### src/rtl/rv32_hazard_pkg.sv
// Shared encodings and widths for the rv32i execute-stage hazard scheduler.
package rv32_hazard_pkg;

    localparam int unsigned REG_ADDR_W = 5;
    localparam int unsigned CNT_W      = 8;

    localparam logic [1:0] ST_RUN       = 2'd0;
    localparam logic [1:0] ST_LOAD_WAIT = 2'd1;
    localparam logic [1:0] ST_FLUSH     = 2'd2;

    localparam logic [1:0] FWD_RF  = 2'd0;
    localparam logic [1:0] FWD_ALU = 2'd1;
    localparam logic [1:0] FWD_MEM = 2'd2;
    localparam logic [1:0] FWD_WB  = 2'd3;

    // Operand source select; the youngest producing stage wins, x0 never forwards.
    function automatic logic [1:0] fwd_select(
        input logic [REG_ADDR_W-1:0] rs,
        input logic                  used,
        input logic                  alu_hit,
        input logic                  mem_hit,
        input logic                  wb_hit
    );
        logic [1:0] sel;
        sel = FWD_RF;
        if (!used || rs == '0) sel = FWD_RF;
        else if (alu_hit)      sel = FWD_ALU;
        else if (mem_hit)      sel = FWD_MEM;
        else if (wb_hit)       sel = FWD_WB;
        return sel;
    endfunction

endpackage

### src/rtl/hazard_scheduler_load_scoreboard.sv
// Pending-load scoreboard: one bit per architectural register, set wins over clear.
module load_scoreboard
    import rv32_hazard_pkg::*;
(
    input  logic                  clk,
    input  logic                  reset,
    input  logic                  set_en,
    input  logic [REG_ADDR_W-1:0] set_addr,
    input  logic                  clr_en,
    input  logic [REG_ADDR_W-1:0] clr_addr,
    input  logic                  clr_all,
    input  logic [REG_ADDR_W-1:0] rd_addr_a,
    input  logic [REG_ADDR_W-1:0] rd_addr_b,
    output logic                  hit_a_c,
    output logic                  hit_b_c
);

    localparam int unsigned NUM_REGS = 1 << REG_ADDR_W;

    logic [NUM_REGS-1:0] pending_q;
    logic [NUM_REGS-1:0] pending_d;

    always_comb begin
        pending_d = pending_q;
        if (clr_all)     pending_d = '0;
        else if (clr_en) pending_d[clr_addr] = 1'b0;
        if (set_en)      pending_d[set_addr] = 1'b1;
        pending_d[0] = 1'b0;
    end

    always_ff @(posedge clk) begin
        if (reset) pending_q <= '0;
        else       pending_q <= pending_d;
    end

    // A load returning this cycle already releases its dependents.
    assign hit_a_c = pending_q[rd_addr_a] && !(clr_en && clr_addr == rd_addr_a);
    assign hit_b_c = pending_q[rd_addr_b] && !(clr_en && clr_addr == rd_addr_b);

endmodule

### src/rtl/hazard_scheduler.sv
// Execute-stage sequencing: load-use stall FSM, redirect flush timer, operand forwarding.
// Optional saturating performance counters under `define HAZARD_PERF_CNT_EN.
module hazard_scheduler
    import rv32_hazard_pkg::*;
#(
    parameter int unsigned FLUSH_CYCLES = 2,
    parameter int unsigned LOAD_TIMEOUT = 15
) (
    input  logic                  clk,
    input  logic                  reset,
    input  logic                  i_de_ce,
    input  logic [REG_ADDR_W-1:0] i_de_rs1_addr,
    input  logic [REG_ADDR_W-1:0] i_de_rs2_addr,
    input  logic                  i_de_rs1_used,
    input  logic                  i_de_rs2_used,
    input  logic                  i_alu_ce,
    input  logic [REG_ADDR_W-1:0] i_alu_rd_addr,
    input  logic                  i_alu_wr,
    input  logic                  i_alu_is_load,
    input  logic                  i_alu_change_pc,
    input  logic                  i_mem_ce,
    input  logic [REG_ADDR_W-1:0] i_mem_rd_addr,
    input  logic                  i_mem_wr,
    input  logic                  i_mem_load_done,
    input  logic [REG_ADDR_W-1:0] i_mem_load_rd,
    input  logic                  i_wb_we,
    input  logic [REG_ADDR_W-1:0] i_wb_rd_addr,
    output logic                  o_force_stall,
    output logic                  o_flush,
    output logic [1:0]            o_fwd_rs1,
    output logic [1:0]            o_fwd_rs2,
    output logic [1:0]            o_state,
    output logic                  o_load_timeout,
    output logic [31:0]           o_stall_cycles,
    output logic [31:0]           o_flush_events
);

    logic [1:0]       state_q, state_d;
    logic [CNT_W-1:0] cnt_q, cnt_d;
    logic             timeout_q, timeout_d;
    logic             sb_clear_all;
    logic             sb_set;
    logic             sb_hit1, sb_hit2;
    logic             alu_fwd_ok;
    logic             alu_load;
    logic             haz_rs1, haz_rs2, hazard;

    assign sb_set = i_alu_ce && i_alu_is_load && i_alu_wr && (i_alu_rd_addr != '0);

    load_scoreboard u_scoreboard (
        .clk       (clk),
        .reset     (reset),
        .set_en    (sb_set),
        .set_addr  (i_alu_rd_addr),
        .clr_en    (i_mem_load_done),
        .clr_addr  (i_mem_load_rd),
        .clr_all   (sb_clear_all),
        .rd_addr_a (i_de_rs1_addr),
        .rd_addr_b (i_de_rs2_addr),
        .hit_a_c   (sb_hit1),
        .hit_b_c   (sb_hit2)
    );

    // Forwarding: load results are not available from the ALU stage.
    assign alu_fwd_ok = i_alu_ce && i_alu_wr && !i_alu_is_load;
    assign o_fwd_rs1 = fwd_select(i_de_rs1_addr, i_de_rs1_used,
                                  alu_fwd_ok && (i_alu_rd_addr == i_de_rs1_addr),
                                  i_mem_ce && i_mem_wr && (i_mem_rd_addr == i_de_rs1_addr),
                                  i_wb_we && (i_wb_rd_addr == i_de_rs1_addr));
    assign o_fwd_rs2 = fwd_select(i_de_rs2_addr, i_de_rs2_used,
                                  alu_fwd_ok && (i_alu_rd_addr == i_de_rs2_addr),
                                  i_mem_ce && i_mem_wr && (i_mem_rd_addr == i_de_rs2_addr),
                                  i_wb_we && (i_wb_rd_addr == i_de_rs2_addr));

    assign alu_load = i_alu_ce && i_alu_is_load;
    assign haz_rs1  = i_de_rs1_used && (i_de_rs1_addr != '0) &&
                      (sb_hit1 || (alu_load && i_alu_rd_addr == i_de_rs1_addr));
    assign haz_rs2  = i_de_rs2_used && (i_de_rs2_addr != '0) &&
                      (sb_hit2 || (alu_load && i_alu_rd_addr == i_de_rs2_addr));
    assign hazard   = i_de_ce && (haz_rs1 || haz_rs2);

    // Next-state: a redirect overrides any stall or watchdog decision.
    always_comb begin
        state_d       = state_q;
        cnt_d         = cnt_q;
        timeout_d     = timeout_q;
        sb_clear_all  = 1'b0;
        o_force_stall = 1'b0;
        if (i_alu_change_pc) begin
            state_d = ST_FLUSH;
            cnt_d   = CNT_W'(FLUSH_CYCLES);
        end else begin
            case (state_q)
                ST_RUN: begin
                    o_force_stall = hazard;
                    if (hazard) begin
                        state_d = ST_LOAD_WAIT;
                        cnt_d   = CNT_W'(1);
                    end
                end
                ST_LOAD_WAIT: begin
                    o_force_stall = hazard;
                    if (!hazard) begin
                        state_d = ST_RUN;
                    end else if (cnt_q == CNT_W'(LOAD_TIMEOUT)) begin
                        timeout_d    = 1'b1;
                        sb_clear_all = 1'b1;
                        state_d      = ST_RUN;
                    end else begin
                        cnt_d = cnt_q + CNT_W'(1);
                    end
                end
                ST_FLUSH: begin
                    if (cnt_q <= CNT_W'(1)) state_d = ST_RUN;
                    else                    cnt_d   = cnt_q - CNT_W'(1);
                end
                default: state_d = ST_RUN;
            endcase
        end
    end

    always_ff @(posedge clk) begin
        if (reset) begin
            state_q   <= ST_RUN;
            cnt_q     <= '0;
            timeout_q <= 1'b0;
        end else begin
            state_q   <= state_d;
            cnt_q     <= cnt_d;
            timeout_q <= timeout_d;
        end
    end

    assign o_flush        = (state_q == ST_FLUSH);
    assign o_state        = state_q;
    assign o_load_timeout = timeout_q;

`ifdef HAZARD_PERF_CNT_EN
    logic [31:0] stall_cnt_q;
    logic [31:0] flush_cnt_q;

    always_ff @(posedge clk) begin
        if (reset) begin
            stall_cnt_q <= '0;
            flush_cnt_q <= '0;
        end else begin
            if (o_force_stall && stall_cnt_q != 32'hFFFF_FFFF)
                stall_cnt_q <= stall_cnt_q + 32'd1;
            if (i_alu_change_pc && flush_cnt_q != 32'hFFFF_FFFF)
                flush_cnt_q <= flush_cnt_q + 32'd1;
        end
    end

    assign o_stall_cycles = stall_cnt_q;
    assign o_flush_events = flush_cnt_q;
`else
    assign o_stall_cycles = 32'd0;
    assign o_flush_events = 32'd0;
`endif

endmodule

### config.mk
export PLATFORM = sky130hd
export DESIGN_NAME = hazard_scheduler
export DESIGN_NICKNAME = d
export VERILOG_FILES = /design/src/rtl/rv32_hazard_pkg.sv /design/src/rtl/hazard_scheduler_load_scoreboard.sv /design/src/rtl/hazard_scheduler.sv
export SDC_FILE = /design/constraint.sdc
export NUM_CORES = 1
export LEC_CHECK = 0
export CAP_MARGIN = 30
export CORE_MARGIN = 2
export CORE_UTILIZATION = 54
export CTS_BUF_LIST = sky130_fd_sc_hd__clkbuf_4 sky130_fd_sc_hd__clkbuf_8
export DETAILED_ROUTE_END_ITERATION = 6
export GPL_TIMING_DRIVEN = 0
export HOLD_SLACK_MARGIN = 0.1
export PLACE_DENSITY = 0.95
export SKIP_LAST_GASP = 1
export SLEW_MARGIN = 20
export SYNTH_ARGS = -nofsm -noshare
export SYNTH_HDL_FRONTEND = slang
export SYNTH_SLANG_ARGS = --single-unit
### constraint.sdc
create_clock -name clk -period 4.1 [get_ports clk]
set_input_delay 0.615 -clock clk [delete_from_list [all_inputs] [get_ports clk]]
set_output_delay 0.615 -clock clk [all_outputs]
set_load 0.01 [all_outputs]
# Word-level counts from Yosys, hierarchy flattened
# Index checks and enable logic that the tools add are counted.
[totals]
inputBits = 43
regBits = 43
output_inout_bits = 73
word_cells = 130
[op_classes]
magnitude_cmp = 7
n_eq_ne = 23
muxes = 37
reduce_logical = 50
n_addsub = 2
bitwise_logic = 4
[ops]
columns = ["cell", "n"]
rows = [
  ["$mux W32", 3],
  ["$eq A5 B5 Y1", 8],
  ["$and A32 B32 Y32", 1],
  ["$mux W8", 4],
  ["$not A32 Y32", 1],
  ["$or A32 B32 Y32", 1],
  ["$mux W2", 14],
  ["$logic_and A1 B1 Y1", 25],
  ["$lt A5 B6 Y1 const B", 4],
  ["$pmux W8 S3", 1],
  ["$ne A3 B3 Y1 const B", 5],
  ["$reduce_bool A5 Y1", 3],
  ["$bmux W1 S5", 2],
  ["$demux W1 S5", 2],
  ["$ge A5 B1 Y1 const B", 2],
  ["$logic_not A5 Y1", 2],
  ["$mux W1", 10],
  ["$reduce_and A5 Y1", 2],
  ["$add A8 B1 Y8 const B", 1],
  ["$eq A8 B4 Y1 const B", 1],
  ["$le A8 B1 Y1 const B", 1],
  ["$ne A2 B2 Y1 const B", 4],
  ["$sub A8 B1 Y8 const B", 1],
  ["$pmux W2 S3", 1],
  ["14 further kinds", 24],
]

# Depth between registers and ports, before layout
[depth]
ltp_word = 14
depth_mapped = 11
depth_no_buf = 9

# Cells and area by module
# A second synthesis with hierarchy kept.
[unflattened]
hier_cells = 506
area_unflattened_um2 = 4127.7
[modules_own_cells]
columns = ["module", "instances", "cells_each", "seq_area_each_um2", "area_per_inst_um2"]
rows = [
  ["load_scoreboard", 1, 235, 620.6, 2084.5],
  ["hazard_scheduler", 1, 271, 220.2, 2043.2],
]

# Least setup slack after synthesis
# Ideal clock, no wire load.
[synth_path]
path_type = "input to output"
from = "input port i_de_rs1_addr[1]"
to = "output port o_force_stall"
path_stages = 9
required_ns = 3.485
setup_slack_ns = 1.186
arrival_ns = 2.299
n_path_buf = 3
path_cell_list = "buf_6 -> buf_12 -> mux2i_1 -> mux4_2 -> a32oi_1 -> nand4_1 -> and3_1 -> buf_6 -> nor3_1"
[synth_via]
elab_chain_cells = 10
elab_cells_between_ends = 16
[synth_lines]
columns = ["element", "line_no", "source"]
rows = [
  ["start, declared", "hazard_scheduler.sv:12", "input logic [REG_ADDR_W-1:0] i_de_rs1_addr,"],
  ["parallel branches: the longest is 5 deep, another holds $bmux W1 S5", "-", ""],
  ["$logic_and A1 B1 Y1 *", "hazard_scheduler.sv:76", "assign haz_rs1 = i_de_rs1_used && (i_de_rs1_addr != '0) &&"],
  ["$logic_or A1 B1 Y1 *", "hazard_scheduler.sv:80", "assign hazard = i_de_ce && (haz_rs1 || haz_rs2);"],
  ["$logic_and A1 B1 Y1 *", "hazard_scheduler.sv:80", ""],
  ["$mux W1 *", "hazard_scheduler.sv:93", "case (state_q)"],
  ["$mux W1 *", "hazard_scheduler.sv:89", "if (i_alu_change_pc) begin"],
  ["end, declared", "hazard_scheduler.sv:28", "output logic o_force_stall,"],
]
# Every way passes the cells marked *. The select of a mux whose other input is x is not followed.

# Worst setup path after layout
[layout_path]
from = "input port i_de_rs1_addr[0]"
to = "output port o_force_stall"
# The elaborated chain is that of the path after synthesis.

==> flow_summary.toml <==
[global_routing]
grt_pass1_vias = 3947
antenna_found_initial = 0
track_usage = 0.274
grt_pass1_wl_mm = 18.5
overflow = 0
grt_start_max_net_pins = 14

[floorplan]
fp.dieW_um = 89.9
core_um2 = 7210
die_h_um = 89.9
rows = 31
start_util = 0.552
ioPinCount = 116
dieArea_um2 = 8080

[setup_path]
startpoint_type = "input port"
required_ps = 3480
endpoint_kind = "output port"
arrival_ps = 3300
critical_path.max_stage_delay_ps = 560
worstPathBufferInverterCount = 4
cp.depth = 9
path_cells = "clkdlybuf4s50_1, buf_6, o21ai_0, nor4_1, o2111ai_1, and3_1, buf_6, nor3_1, clkdlybuf4s50_1"
crit_family = "buffers and inverters"
worstSetupPathType = "input port to output port"
cp_max_fo = 10
cp-startpoint = "i_de_rs1_addr[0]"
worstRegToRegCells = 8
slowest_stage = "clkdlybuf4s50_1"
reg2reg_from = "cnt_q[5]$_SDFFE_PP0P_"

[placed_design]
place.gp.congestion = 0.961
dpl.hpwl_mm = 8.69
portBuffers = 38
detailedPlace.worstSlack_ps = -79.6

[power_and_ir_drop]
swShare = 0.332
power_frac_clock = 0.266
power_density_nw_per_um2 = 221
power_frac_comb = 0.342
power.leakage_nw = 1.97
seqPwrFrac = 0.392
p_switching_mw = 0.355
vdd_drop_max_mv = 0.133
intPower_mw = 0.714

[layout]
diodes = 0
fin_nets = 636
num-fill-cells = 556
drive_gt1_frac = 0.193
area_growth_pct = 21.4
final_util = 0.670

[routing]
drtIter0Drc = 580
ant_nets = 0
via_per_inst = 6.08
totalWireLength_mm = 11.7
dr.pass1.iters = 6
wl_per_cell_um = 17.0
via_count = 4168
drc_errors = 0

[synthesis]
yosysSeqAreaShare = 0.211
synth-simple-area-share = 0.182
synth.avg_cell_area_um2 = 8.33
syn_inst = 478
synthArstFlopShare = 0
synthMuxAreaShare = 0.106
synthAdderAreaFrac = 0.0220
synth-edff-count = 0
synth-seq-cells = 42
synth_commonest_cells = "buf_4, dfxtp_1, o21ai_0"
post-synth-top-count-cell = "buf_4"
synth_xor_area_frac = 0.0924
yosysTopAreaCellShare = 0.211
ys_types = 58
synthTopCellsByArea = "dfxtp_1, buf_4, xor2_1, o21ai_0, o22ai_1"
synth_top_family_by_area = "compound AO/OA/AOI/OAI gates"
synthFlopType = "dfxtp_1"
synth_top_cell_by_area = "dfxtp_1"
synth_compound_area_frac = 0.197
yosys_warnings = 0
syn_area_um2 = 3980

[cts]
clkSinkCount = 42
clk_pin_slew_ps = 80
tritoncts = "built"
clk_path_buf_depth = 2
cts-root-buf = "clkbuf_8"
clk_latency_ps = 300
htreeDepth = 2
cts_made_buffers = 5
cts_hold_buf = 0
post-cts-setup-buffers = 0

[status]
outcome = "completed"

[timing]
grt_setup_unrepaired = "false"
final-hold-violation-count = 0
finalSetupViolations = 0
slew_headroom = 0.406
skew_ps = 5.58
tightest_slew_ps = 888
fin_ws_ps = 183
finalCritPeriodShare = 0.955
max_freq_ghz = 0.255
period_needed_ps = 3920
finalMaxSlewViolations = 0

[hold_path]
min_path_type = "flop to flop"
min-delay-start = "o_load_timeout$_SDFFE_PP0P_"
min_path_cells = 1

[run]
drv_cap = 0
-- placed cells by master (no fill, tap or decap), types with 4 or more instances in the layout --
| cell | synthesis | layout |
|---|---|---|
| o22ai_1 | 31 | 31 |
| buf_6 | 9 | 9 |
| o211ai_1 | 5 | 5 |
| dfxtp_1 | 42 | 42 |
| mux2_2 | 5 | 5 |
| conb_1 | 1 | 64 |
| mux4_2 | 7 | 7 |
| xnor2_1 | 16 | 16 |
| nor4_1 | 12 | 12 |
| nor3_1 | 4 | 4 |
| nand2b_1 | 8 | 8 |
| mux2i_1 | 5 | 5 |
| clkbuf_1 | 15 | 14 |
| nand2_1 | 26 | 26 |
| ha_1 | 7 | 7 |
| clkdlybuf4s50_1 | 0 | 36 |
| mux4_1 | 6 | 6 |
| clkbuf_8 | 2 | 8 |
| inv_1 | 9 | 9 |
| o21ai_0 | 40 | 39 |
| a21oi_1 | 14 | 14 |
| nand3_1 | 17 | 17 |
| nor2_1 | 22 | 22 |
| nor2b_1 | 5 | 5 |
| nand4_1 | 7 | 7 |
| a31oi_1 | 6 | 6 |
| nand3b_1 | 8 | 8 |
| xor2_1 | 26 | 26 |
| buf_4 | 64 | 64 |
-- path summary, 6_finish.rpt --
path | end | slack (ps)
worst max register to register | cnt_q[0]$_SDFFE_PP0P_ | 1250
worst min-delay path | o_load_timeout$_SDFFE_PP0P_ | 490
worst min register to register | o_load_timeout$_SDFFE_PP0P_ | 490
worst max-delay path | o_force_stall | 180
-- per-stage QoR --
stage / instances / TNS, ps / instance area [um^2] / hold WS, ps / power [mW]
after global placement: 678 / -26.2 / 4720 / 453 / 0.767
after CTS: 686 / 0 / 4820 / 492 / 1.05
final: 686 / 0 / 4830 / 493 / 1.07
after global routing: 686 / 0 / 4830 / 534 / 1.11
after floorplan: 541 / 0 / 4220 / 467 / 0.683
after detailed placement: 678 / -79.6 / 4720 / 462 / 0.778
-- cell type report --
type | instances | area [um^2] | share of cell area
buffer | 98 | 723 | 0.150
inverter | 9 | 33.8 | 0.00699
multi-input combinational | 392 | 2630 | 0.544
clock inverter | 2 | 12.5 | 0.00259
timing repair buffer | 38 | 385 | 0.0797
tap | 99 | 124 | 0.0256
sequential | 42 | 841 | 0.174
clock buffer | 6 | 82.6 | 0.0171
-- worst reg2reg max path, stage by stage, from the launching register on --
cell	delay, ps
dfxtp_1	310
clkbuf_1	190
or4_4	640
nor4_1	380
and2_2	280
or3_1	220
o32a_1	400
a21oi_1	120
a311oi_1	230
-- flip-flops by register name, indices dropped and copies added (netlist names) --
signal / count
u_scoreboard.pending_q: 31
cnt_q: 8
o_state: 2
o_load_timeout: 1
-- logic make-up (layout without fill, tap and decap cells) --
kind of cell | Yosys count | after routing
flops | 42 | 42
simple gates | 133 | 133
buf+inv | 107 | 153
fa+ha+maj | 7 | 7
other cells | 1 | 64
compound gates | 123 | 123
mux | 23 | 23
xor+xnor | 42 | 42
-- layer usage --
layer  vias to the layer above  wire [um]  GRT usage  share of wire
li1                       1838          -          -              -
met1                      1928       4360      0.316           0.37
met2                       361       5570      0.487           0.48
met3                        41       1420     0.0637           0.12
met4                         0        335      0.119          0.029
met5                         -          0          0              0
-- power groups by stage --
stage,combinational (mW),clock [mW],sequential [mW]
4_1_cts,0.352,0.281,0.419
3_5_place_dp,0.350,0,0.428
2_1_floorplan,0.256,0,0.427
5_1_grt,0.390,0.300,0.420
6_report,0.365,0.284,0.419
3_3_place_gp,0.339,0,0.428
-- repair_timing --
| action | in CTS | in global routing |
|---|---|---|
| endpoints found under the hold margin | 0 | 0 |
| gates resized for setup | 1 | 7 |
| setup endpoints to repair | 1 | 1 |
Note: power is estimated with default switching activity, not from simulation.
